File: src/rtl/ifetch_unit.sv
// ifetch_unit: instruction fetch front end. It takes a fetch address from the
// CPU, serves it from an optional small cache, and otherwise issues a held
// request to the instruction ROM. A stalled ROM request raises a sticky
// fetchErr after MEM_LAT_MAX cycles.
// Optional feature: define IFETCH_CACHE_EN to build a 4-entry direct-mapped
// cache (index = addr[3:2], tag = addr[31:4]). Without it, every fetch goes to
// the ROM and flush has no effect.
module ifetch_unit #(
    parameter int MEM_LAT_MAX = 15
) (
    input  logic        clk,
    input  logic        reset,
    input  logic [31:0] pcReq,
    input  logic        pcValid,
    input  logic        flush,
    output logic [31:0] instr,
    output logic        instrValid,
    output logic        stall,
    output logic        fetchErr,
    output logic [31:0] memAddr,
    output logic        memReq,
    input  logic        memAck,
    input  logic [31:0] memData
);

    typedef enum logic [1:0] {
        IDLE = 2'd0,
        MISS = 2'd1,
        DONE = 2'd2
    } state_t;

    // The counter only has to reach MEM_LAT_MAX-1; keep it at least 1 bit wide.
    localparam int CNT_W = (MEM_LAT_MAX > 1) ? $clog2(MEM_LAT_MAX + 1) : 1;
    localparam logic [CNT_W-1:0] CNT_LAST = CNT_W'((MEM_LAT_MAX > 0) ? MEM_LAT_MAX - 1 : 0);
    localparam bit TIMEOUT_EN = (MEM_LAT_MAX > 0);

    state_t            state_q, state_d;
    logic [31:0]       instr_q, instr_d;
    logic [31:0]       mem_addr_q, mem_addr_d;
    logic              mem_req_q, mem_req_d;
    logic              fetch_err_q, fetch_err_d;
    logic [CNT_W-1:0]  cnt_q, cnt_d;

    logic              hit;
    logic [31:0]       hit_data;
    logic              timeout;

    // The address offset inside a word never matters to the fetch path.
    logic unused_pc_lsb;
    assign unused_pc_lsb = ^pcReq[1:0];

    // Timeout fires on the last allowed MISS cycle only if the ROM stays silent;
    // an acknowledge arriving on that same edge still wins.
    assign timeout = TIMEOUT_EN && (state_q == MISS) && !memAck && (cnt_q == CNT_LAST);

`ifdef IFETCH_CACHE_EN
    logic [3:0]  valid_q, valid_d;
    logic [27:0] tag_mem  [4];
    logic [31:0] data_mem [4];
    logic [1:0]  lookup_idx;
    logic [1:0]  fill_idx;
    logic        fill_en;

    assign lookup_idx = pcReq[3:2];
    assign fill_idx   = mem_addr_q[3:2];
    assign fill_en    = (state_q == MISS) && memAck;

    // A flush in the lookup cycle forces a miss so stale lines are never used.
    assign hit      = valid_q[lookup_idx] && (tag_mem[lookup_idx] == pcReq[31:4]) && !flush;
    assign hit_data = data_mem[lookup_idx];

    // Valid bits: a fill sets its line, a simultaneous flush overrides everything.
    always_comb begin
        valid_d = valid_q;
        if (fill_en) begin
            valid_d[fill_idx] = 1'b1;
        end
        if (flush) begin
            valid_d = '0;
        end
    end

    // Valid bits are the only cache state that needs resetting.
    always_ff @(posedge clk or posedge reset) begin
        if (reset) begin
            valid_q <= '0;
        end else begin
            valid_q <= valid_d;
        end
    end

    // Tag and data storage per line, written on a ROM fill.
    for (genvar gi = 0; gi < 4; gi++) begin : g_line
        always_ff @(posedge clk) begin
            if (fill_en && (fill_idx == 2'(gi))) begin
                tag_mem[gi]  <= mem_addr_q[31:4];
                data_mem[gi] <= memData;
            end
        end
    end
`else
    assign hit      = 1'b0;
    assign hit_data = '0;

    logic unused_flush;
    assign unused_flush = flush;
`endif

    // State register.
    always_ff @(posedge clk or posedge reset) begin
        if (reset) begin
            state_q <= IDLE;
        end else begin
            state_q <= state_d;
        end
    end

    // Next-state logic.
    always_comb begin
        state_d = state_q;
        case (state_q)
            IDLE:    if (pcValid) state_d = hit ? DONE : MISS;
            MISS:    if (memAck || timeout) state_d = DONE;
            DONE:    state_d = IDLE;
            default: state_d = IDLE;
        endcase
    end

    // Datapath next values: lookup result, ROM request handshake, timeout counter.
    always_comb begin
        instr_d     = instr_q;
        mem_addr_d  = mem_addr_q;
        mem_req_d   = mem_req_q;
        fetch_err_d = fetch_err_q;
        cnt_d       = cnt_q;
        case (state_q)
            IDLE: begin
                if (pcValid) begin
                    if (hit) begin
                        instr_d = hit_data;
                    end else begin
                        mem_addr_d = {pcReq[31:2], 2'b00};
                        mem_req_d  = 1'b1;
                        cnt_d      = '0;
                    end
                end
            end
            MISS: begin
                if (memAck) begin
                    instr_d   = memData;
                    mem_req_d = 1'b0;
                end else if (timeout) begin
                    instr_d     = '0;
                    mem_req_d   = 1'b0;
                    fetch_err_d = 1'b1;
                end else begin
                    cnt_d = cnt_q + 1'b1;
                end
            end
            default: ;
        endcase
    end

    // Datapath registers; reset also drops an outstanding ROM request at once.
    always_ff @(posedge clk or posedge reset) begin
        if (reset) begin
            instr_q     <= '0;
            mem_addr_q  <= '0;
            mem_req_q   <= 1'b0;
            fetch_err_q <= 1'b0;
            cnt_q       <= '0;
        end else begin
            instr_q     <= instr_d;
            mem_addr_q  <= mem_addr_d;
            mem_req_q   <= mem_req_d;
            fetch_err_q <= fetch_err_d;
            cnt_q       <= cnt_d;
        end
    end

    // Output decode: status strobes come straight from the state register.
    always_comb begin
        instrValid = (state_q == DONE);
        stall      = (state_q == MISS);
        instr      = instr_q;
        memAddr    = mem_addr_q;
        memReq     = mem_req_q;
        fetchErr   = fetch_err_q;
    end

endmodule

File: config.mk
export PLATFORM = sky130hd
export DESIGN_NAME = ifetch_unit
export DESIGN_NICKNAME = d
export VERILOG_FILES = /design/src/rtl/ifetch_unit.sv
export SDC_FILE = /design/constraint.sdc
export NUM_CORES = 1
export LEC_CHECK = 0
export BUFFER_PORTS_ARGS = -buffer_cell sky130_fd_sc_hd__buf_2
export CORE_ASPECT_RATIO = 1.4
export CORE_UTILIZATION = 48
export CTS_CLUSTER_DIAMETER = 100
export DETAILED_ROUTE_END_ITERATION = 10
export GPL_ROUTABILITY_DRIVEN = 0
export GPL_TIMING_DRIVEN = 0
export PLACE_DENSITY = 0.95
export SLEW_MARGIN = 20
export SYNTH_ARGS = -nofsm -noshare
export SYNTH_HDL_FRONTEND = slang
export SYNTH_SLANG_ARGS = --single-unit
File: constraint.sdc
create_clock -name clk -period 6.5 [get_ports clk]
set_clock_uncertainty 0.05 [all_clocks]
set_input_delay 1.95 -clock clk [delete_from_list [all_inputs] [get_ports clk]]
set_output_delay 1.95 -clock clk [all_outputs]
set_load 0.01 [all_outputs]
==> results of run 1 <==
synthesized netlist by cell type:
master     n  area share, %
buf_4      2           0.55
inv_2      1           0.14
a31o_2     1           0.32
clkbuf_1   4           0.55
nand3_1    3           0.55
nand2_1   93             13
a31oi_1    2           0.46
o21ai_2    1           0.32
buf_6      4            1.7
inv_1      5           0.69
a22o_1    32             10
ha_1       2           0.92
nand3b_1   1           0.28
and4bb_2   1           0.46
nand2b_1   1           0.23
dfrtp_1   70             65
o211ai_1   1           0.28
nor2b_1    1           0.23
nor3b_1    2           0.55
conb_1     1           0.14
o21ai_0    4           0.74
a41o_1     1           0.37
nand2b_4   1           0.51
buf_2      6            1.1
o221ai_1   1           0.32
or3b_1     1           0.32
and2_4     1           0.32
critical path: stages (launching register included):
cell and delay (ps):
dfrtp_1 450, nand2b_4 190, inv_2 100, buf_2 140
cells by family after synthesis:
group	count (synthesis)
simple gates	105
flops	70
compound gates	43
buf+inv	22
fa+ha+maj	2
other cells	1
registers in the layout, indices dropped and copies added, names as in the netlist:
name	count
memReq	1
cnt_q	4
memAddr	30
instr	32
state_q	2
fetchErr	1
final cells by class:
| cell class | count | area, um^2 |
|---|---|---|
| Buffer | 16 | 105 |
| Clock buffer | 9 | 124 |
| Clock inverter | 6 | 87.6 |
| Fill cell | 434 | 1800 |
| Inverter | 6 | 25.0 |
| Multi-Input combinational cell | 152 | 832 |
| Sequential cell | 70 | 1750 |
| Tap cell | 68 | 85.1 |
| Timing Repair Buffer | 132 | 676 |
metal layers:
metal	up-vias	track usage (%)
li1	1093	-
met1	1058	24.3
met2	101	36.9
met3	10	4.67
met4	0	9.78
met5	-	0
power groups by stage:
stage	registers [W]	clock network (W)	logic, W
3_3_place_gp	0.000732	0	0.000580
3_5_place_dp	0.000742	0	0.000607
5_1_grt	0.000758	0.000394	0.000663
6_report	0.000737	0.000366	0.000599
2_1_floorplan	0.000827	0	0.000242
4_1_cts	0.000739	0.000374	0.000609
per-stage QoR:
stage	hold slack [ps]	utilization [%]
3_3_place_gp	404	62.9
3_5_place_dp	403	63.3
5_1_grt	450	67.2
6_report	415	67.2
2_1_floorplan	453	-
4_1_cts	419	67.2
worst max path at each step:
stage                                   end  cells after the start
floorplan              cnt_q[0]$_DFFE_PP0P_                      1
global placement    memAddr[23]$_DFFE_PP0P_                      2
detailed placement    instr[20]$_DFFE_PP0P_                      5
CTS                                   stall                      3
global route                          stall                      3
finish                                stall                      3
==> summary.md, run 1 <==
| Metric | Value |
|---|---|
| Post-CTS sizing | 0 |
| Skew-Pair Late Insertion Delay | 330 ps |
| Area Growth Syn to Fin | 36.1% |
| WP data arrival | 1210 ps |
| HP Start | fetchErr$_DFFE_PP0P_ |
| Die Y | 90.9 um |
| Max_cap viols | 0 |
| Total CTS buffers | 9 |
| First-pass GRT wire length | 9540 um |
| Vias/cell | 4.93 |
| Cell Pwr Density | 462 nW/um^2 |
| Total wire length | 5960 um |
| Routed wire per std cell | 13.0 um |
| CTS max path bufs | 2 |
| DP Cell Count | 444 |
| Chip Width | 65.5 um |
| Worst Path Required | 4500 ps |
| Register area share after synthesis | 64.7% |
| Critical Path Start Type | register |
| DP Wirelength | 4610 um |
| Static Leak | 2.10 nW |
| Die area | 5950 um^2 |
| Clock Power Share | 21.5% |
| Netlist cell types | 27 |
| All-Layer GR Usage | 21.3% |
| Fin crit period | 3210 ps |
| ANT nets after route | 0 |
| Final net count | 458 |
| Detailed Routing Iterations Pass 1 | 5 |
| Status | finished, final reports clean |
| Root Buffer | clkbuf_8 |
| Number of diodes | 0 |
| CTS H-tree depth | 3 |
| Pre-CTS WS | 3410 ps |
| Most common library cell in the layout ignoring fill and taps | buf_2 |
| Commonest cells after routing, fill and taps aside | buf_2, nand2_1, dfrtp_1 |
| Non-Filler Instances | 459 |
| Core ar. | 5490 um^2 |
| IO Pins | 137 |
| DRC | 0 |
| Sum of negative setup slack | 0 ps |
| Reg2Reg Setup Slack | 4770 ps |
| Postcts setup bufs | 0 |
| Total power | 0.00170 W |
| Seq pwr share | 43.3% |
| Syn. warnings | 0 |
| Worst reg2reg path depth | 6 |
| Initial antenna violation count | 0 |
| Post-Synth Simple-Gate Area | 16.4% |
| Mux cell area share after synthesis | 0% |
| Largest net degree at the start of global routing | 39 |
| M1 wire length | 2370 um |
| Largest family of logic cells by synthesized area | simple AND/OR/NAND/NOR gates |
| # port buffers | 131 |
| P_sw | 0.000582 W |
| Setup CP Type | reg -> out |
| Std-Cell Rows | 32 |
| Combinational share of power | 35.2% |
| Reg2Reg Capture Point | instr[20]$_DFFE_PP0P_ |
| Synth Area in Adders | 0.924% |
| Post-synthesis xor/xnor area fraction | 0% |
| Final instance area | 3690 um^2 |
| Mapped Area | 2710 um^2 |
| Worst Hold Class | reg -> reg |
| Critical Path Start | state_q[1]$_DFFE_PP0P_ |
| CP endpoint kind | primary output |
| CTS tree | built |
| Sw Ratio | 34.2% |
| Number of DRC markers in iteration 0 | 151 |
| WHS Path Cells | 1 |
| Final cycle utilization of the critical path | 49.3% |
| Hold Crit Endpoint | fetchErr$_DFFE_PP0P_ |
| Final setup viols | 0 |
| Cells after Synth | 243 |
| Final WS setup | 3290 ps |
| Flops & latches, synth | 70 |
| Met2 WL post-DR | 3060 um |
| Wire length on met3 | 393 um |
| RSZ-0062 raised after global routing | no |
| Internal | 0.00112 W |
| FMAX | 0.312 GHz |
| Post-synthesis compound-gate area fraction | 13.2% |
| Clock Pin Slew Worst Setup and Hold Paths | 70 ps |
| Hold buffers post-CTS | 0 |
| Worst R2R Start | cnt_q[0]$_DFFE_PP0P_ |
| Vias in the first global route | 2215 |
| Highest metal used | met4 |
| CTS sink cnt | 70 |
| Fraction of layout cells with a size suffix above 1 | 42.5% |
| Initial Utilization | 49.4% |
| Final Hold Fails | 0 |
| VDD IR max | 258 uV |
| DR vias | 2262 |
| Placed Area | 3470 um^2 |
| Max FO, Critical Path | 7 |
| Remaining Overflow, GRT | 0 |
| Pins Over Slew Limit | 0 |
| Mean post-synth cell area | 11.1 um^2 |
(Power assumes the default switching activity.)
==> run 2: changes to the inputs <==
--- a/config.mk
+++ b/config.mk
@@ -7,12 +7,12 @@
 export LEC_CHECK = 0
 export BUFFER_PORTS_ARGS = -buffer_cell sky130_fd_sc_hd__buf_2
 export CORE_ASPECT_RATIO = 1.4
-export CORE_UTILIZATION = 48
+export CORE_UTILIZATION = 45
 export CTS_CLUSTER_DIAMETER = 100
 export DETAILED_ROUTE_END_ITERATION = 10
 export GPL_ROUTABILITY_DRIVEN = 0
 export GPL_TIMING_DRIVEN = 0
-export PLACE_DENSITY = 0.95
+export PLACE_DENSITY = 0.91
 export SLEW_MARGIN = 20
 export SYNTH_ARGS = -nofsm -noshare
 export SYNTH_HDL_FRONTEND = slang
==> constraint.sdc (replaced) <==
create_clock -name clk -period 3.26 [get_ports clk]
set_clock_uncertainty 0.05 [all_clocks]
set_input_delay 0.978 -clock clk [delete_from_list [all_inputs] [get_ports clk]]
set_output_delay 0.978 -clock clk [all_outputs]
set_load 0.01 [all_outputs]
==> run 2 against run 1 <==
Cell area down 0.31%. Routed wire length up 0.18%. Cell count up 0.65%. Die area up 6.5%. Hold slack worse by 1.2 ps. Global-route usage down 1.3 points. Flip-flop and latch count unchanged. Sequential power up 100%. Via count up 0.97%. First-iteration DRC count down 32%. Largest power group unchanged. Highest routed layer unchanged.
==> summary.md, run 2 (synthesized netlist as in run 1, its figures left out) <==
| Metric | Value |
|---|---|
| Core ar. | 5820 um^2 |
| Area Growth Syn to Fin | 35.7% |
| ANT nets after route | 0 |
| Most common library cell in the layout ignoring fill and taps | buf_2 |
| CTS H-tree depth | 3 |
| Slowest-stage cell, CP | dfrtp_1 |
| All-Layer GR Usage | 20.0% |
| Post-CTS sizing | 0 |
| Routed wire per std cell | 12.9 um |
| Fraction of layout cells with a size suffix above 1 | 42.6% |
| Hold Crit Endpoint | fetchErr$_DFFE_PP0P_ |
| Worst reg2reg path depth | 6 |
| Setup CP Type | reg -> out |
| Worst path top cell family by delay | flip-flops |
| Sum of negative setup slack | 0 ps |
| First-pass GRT wire length | 9440 um |
| Non-Filler Instances | 462 |
| DRC | 0 |
| Final Hold Fails | 0 |
| Worst Hold Class | reg -> reg |
| Skew-Pair Late Insertion Delay | 330 ps |
| Pins Over Slew Limit | 0 |
| Die Y | 93.8 um |
| CTS tree | built |
| WP data arrival | 1200 ps |
| Final WS setup | 1040 ps |
| # port buffers | 131 |
| Postcts setup bufs | 0 |
| Pre-CTS WS | 1160 ps |
| Critical Path Start Type | register |
| Number of DRC markers in iteration 0 | 103 |
| Buffers & Inverters on Critical Path | 2 |
| Worst R2R Start | cnt_q[0]$_DFFE_PP0P_ |
| Final net count | 458 |
| Status | finished, final reports clean |
| Std-Cell Rows | 33 |
| Max_cap viols | 0 |
| Footprint of the multi-input gates | 832 um^2 |
| Static Leak | 2.10 nW |
| Initial antenna violation count | 0 |
| Chip Width | 67.6 um |
| Final setup viols | 0 |
| Detailed Routing Iterations Pass 1 | 4 |
| Seq. cell area | 1750 um^2 |
| DP Wirelength | 4500 um |
| Fin crit period | 2220 ps |
| Cell Pwr Density | 909 nW/um^2 |
| Worst Path Required | 2230 ps |
| Largest net degree at the start of global routing | 42 |
| Remaining Overflow, GRT | 0 |
| DP Cell Count | 446 |
| CP endpoint kind | primary output |
| WHS Path Cells | 1 |
| Total CTS buffers | 9 |
| DR vias | 2284 |
| IO Pins | 137 |
| Root Buffer | clkbuf_8 |
| Worst-path cell chain | nand2b_4 -> inv_2 -> buf_2 |
| CTS max path bufs | 2 |
| Vias/cell | 4.94 |
| Final cycle utilization of the critical path | 68.2% |
| Reg2Reg Setup Slack | 1600 ps |
| Max FO, Critical Path | 7 |
| Reg2Reg Capture Point | instr[23]$_DFFE_PP0P_ |
| Vias in the first global route | 2215 |
| Die area | 6340 um^2 |
| Total wire length | 5970 um |
| CTS sink cnt | 70 |
| HP Start | fetchErr$_DFFE_PP0P_ |
| RSZ-0062 raised after global routing | no |
| Clock Pin Slew Worst Setup and Hold Paths | 80 ps |
| Crit-path max cell delay | 450 ps |
| Initial Utilization | 46.5% |
| VDD IR max | 534 uV |
| Hold buffers post-CTS | 0 |
| Max reg flops | 32 |
| Filler cell count | 466 |
| FMAX | 0.450 GHz |
| Number of diodes | 0 |
| Commonest cells after routing, fill and taps aside | buf_2, nand2_1, dfrtp_1 |
-- run 2: cell types whose count changed in the layout (fill, tap and decap cells not counted), sizes merged --
cell,delta
clkinv,+3
clkinvlp,-2
bufinv,-1
inv,+1
-- run 2: metrics by stage --
stage / power (W) / util [%] / instance area [um^2] / hold WS, ps
detailed placement: 0.00268 / 59.7 / 3480 / 403
global placement: 0.00262 / 59.3 / 3450 / 404
finish: 0.00334 / 63.1 / 3670 / 414
global route: 0.00358 / 63.1 / 3670 / 452
floorplan: 0.00213 / - / 2710 / 453
CTS: 0.00338 / 63.1 / 3670 / 421
-- run 2: cell type report --
class	count	area share, %
Timing Repair Buffer	132	18.4
Tap cell	70	2.38
Buffer	16	2.86
Inverter	6	0.681
Clock inverter	7	2.01
Clock buffer	9	3.37
Sequential cell	70	47.7
Multi-Input combinational cell	152	22.6
-- run 2: routing by layer --
metal  up-vias  track usage (%)  share of wire, %
met5         -                0                 0
met4         0             10.1               1.9
met3        11             3.88               5.9
met2        96             34.5                51
met1      1081             22.6                41
li1       1096                -                 -
-- run 2: report_power, final --
part,internal [W],total [W],leakage [nW],switching (W)
registers,0.00125,0.00148,0.871,0.000224
clock network,0.000355,0.000681,0.0996,0.000325
logic,0.000555,0.00118,1.13,0.000628
total,0.00216,0.00334,2.10,0.00118
-- run 2: worst max-delay path by stage --
stage                            from                      end  slack (ps)  cells past startpoint
3_3_place_gp                    reset  memAddr[29]$_DFFE_PP0P_        -200                      2
3_5_place_dp                   memAck     instr[6]$_DFFE_PP0P_        1160                      5
6_report       state_q[1]$_DFFE_PP0P_                    stall        1040                      3
4_1_cts        state_q[1]$_DFFE_PP0P_                    stall        1010                      3
5_1_grt        state_q[1]$_DFFE_PP0P_                    stall         980                      3
2_1_floorplan                   reset     cnt_q[0]$_DFFE_PP0P_         460                      1
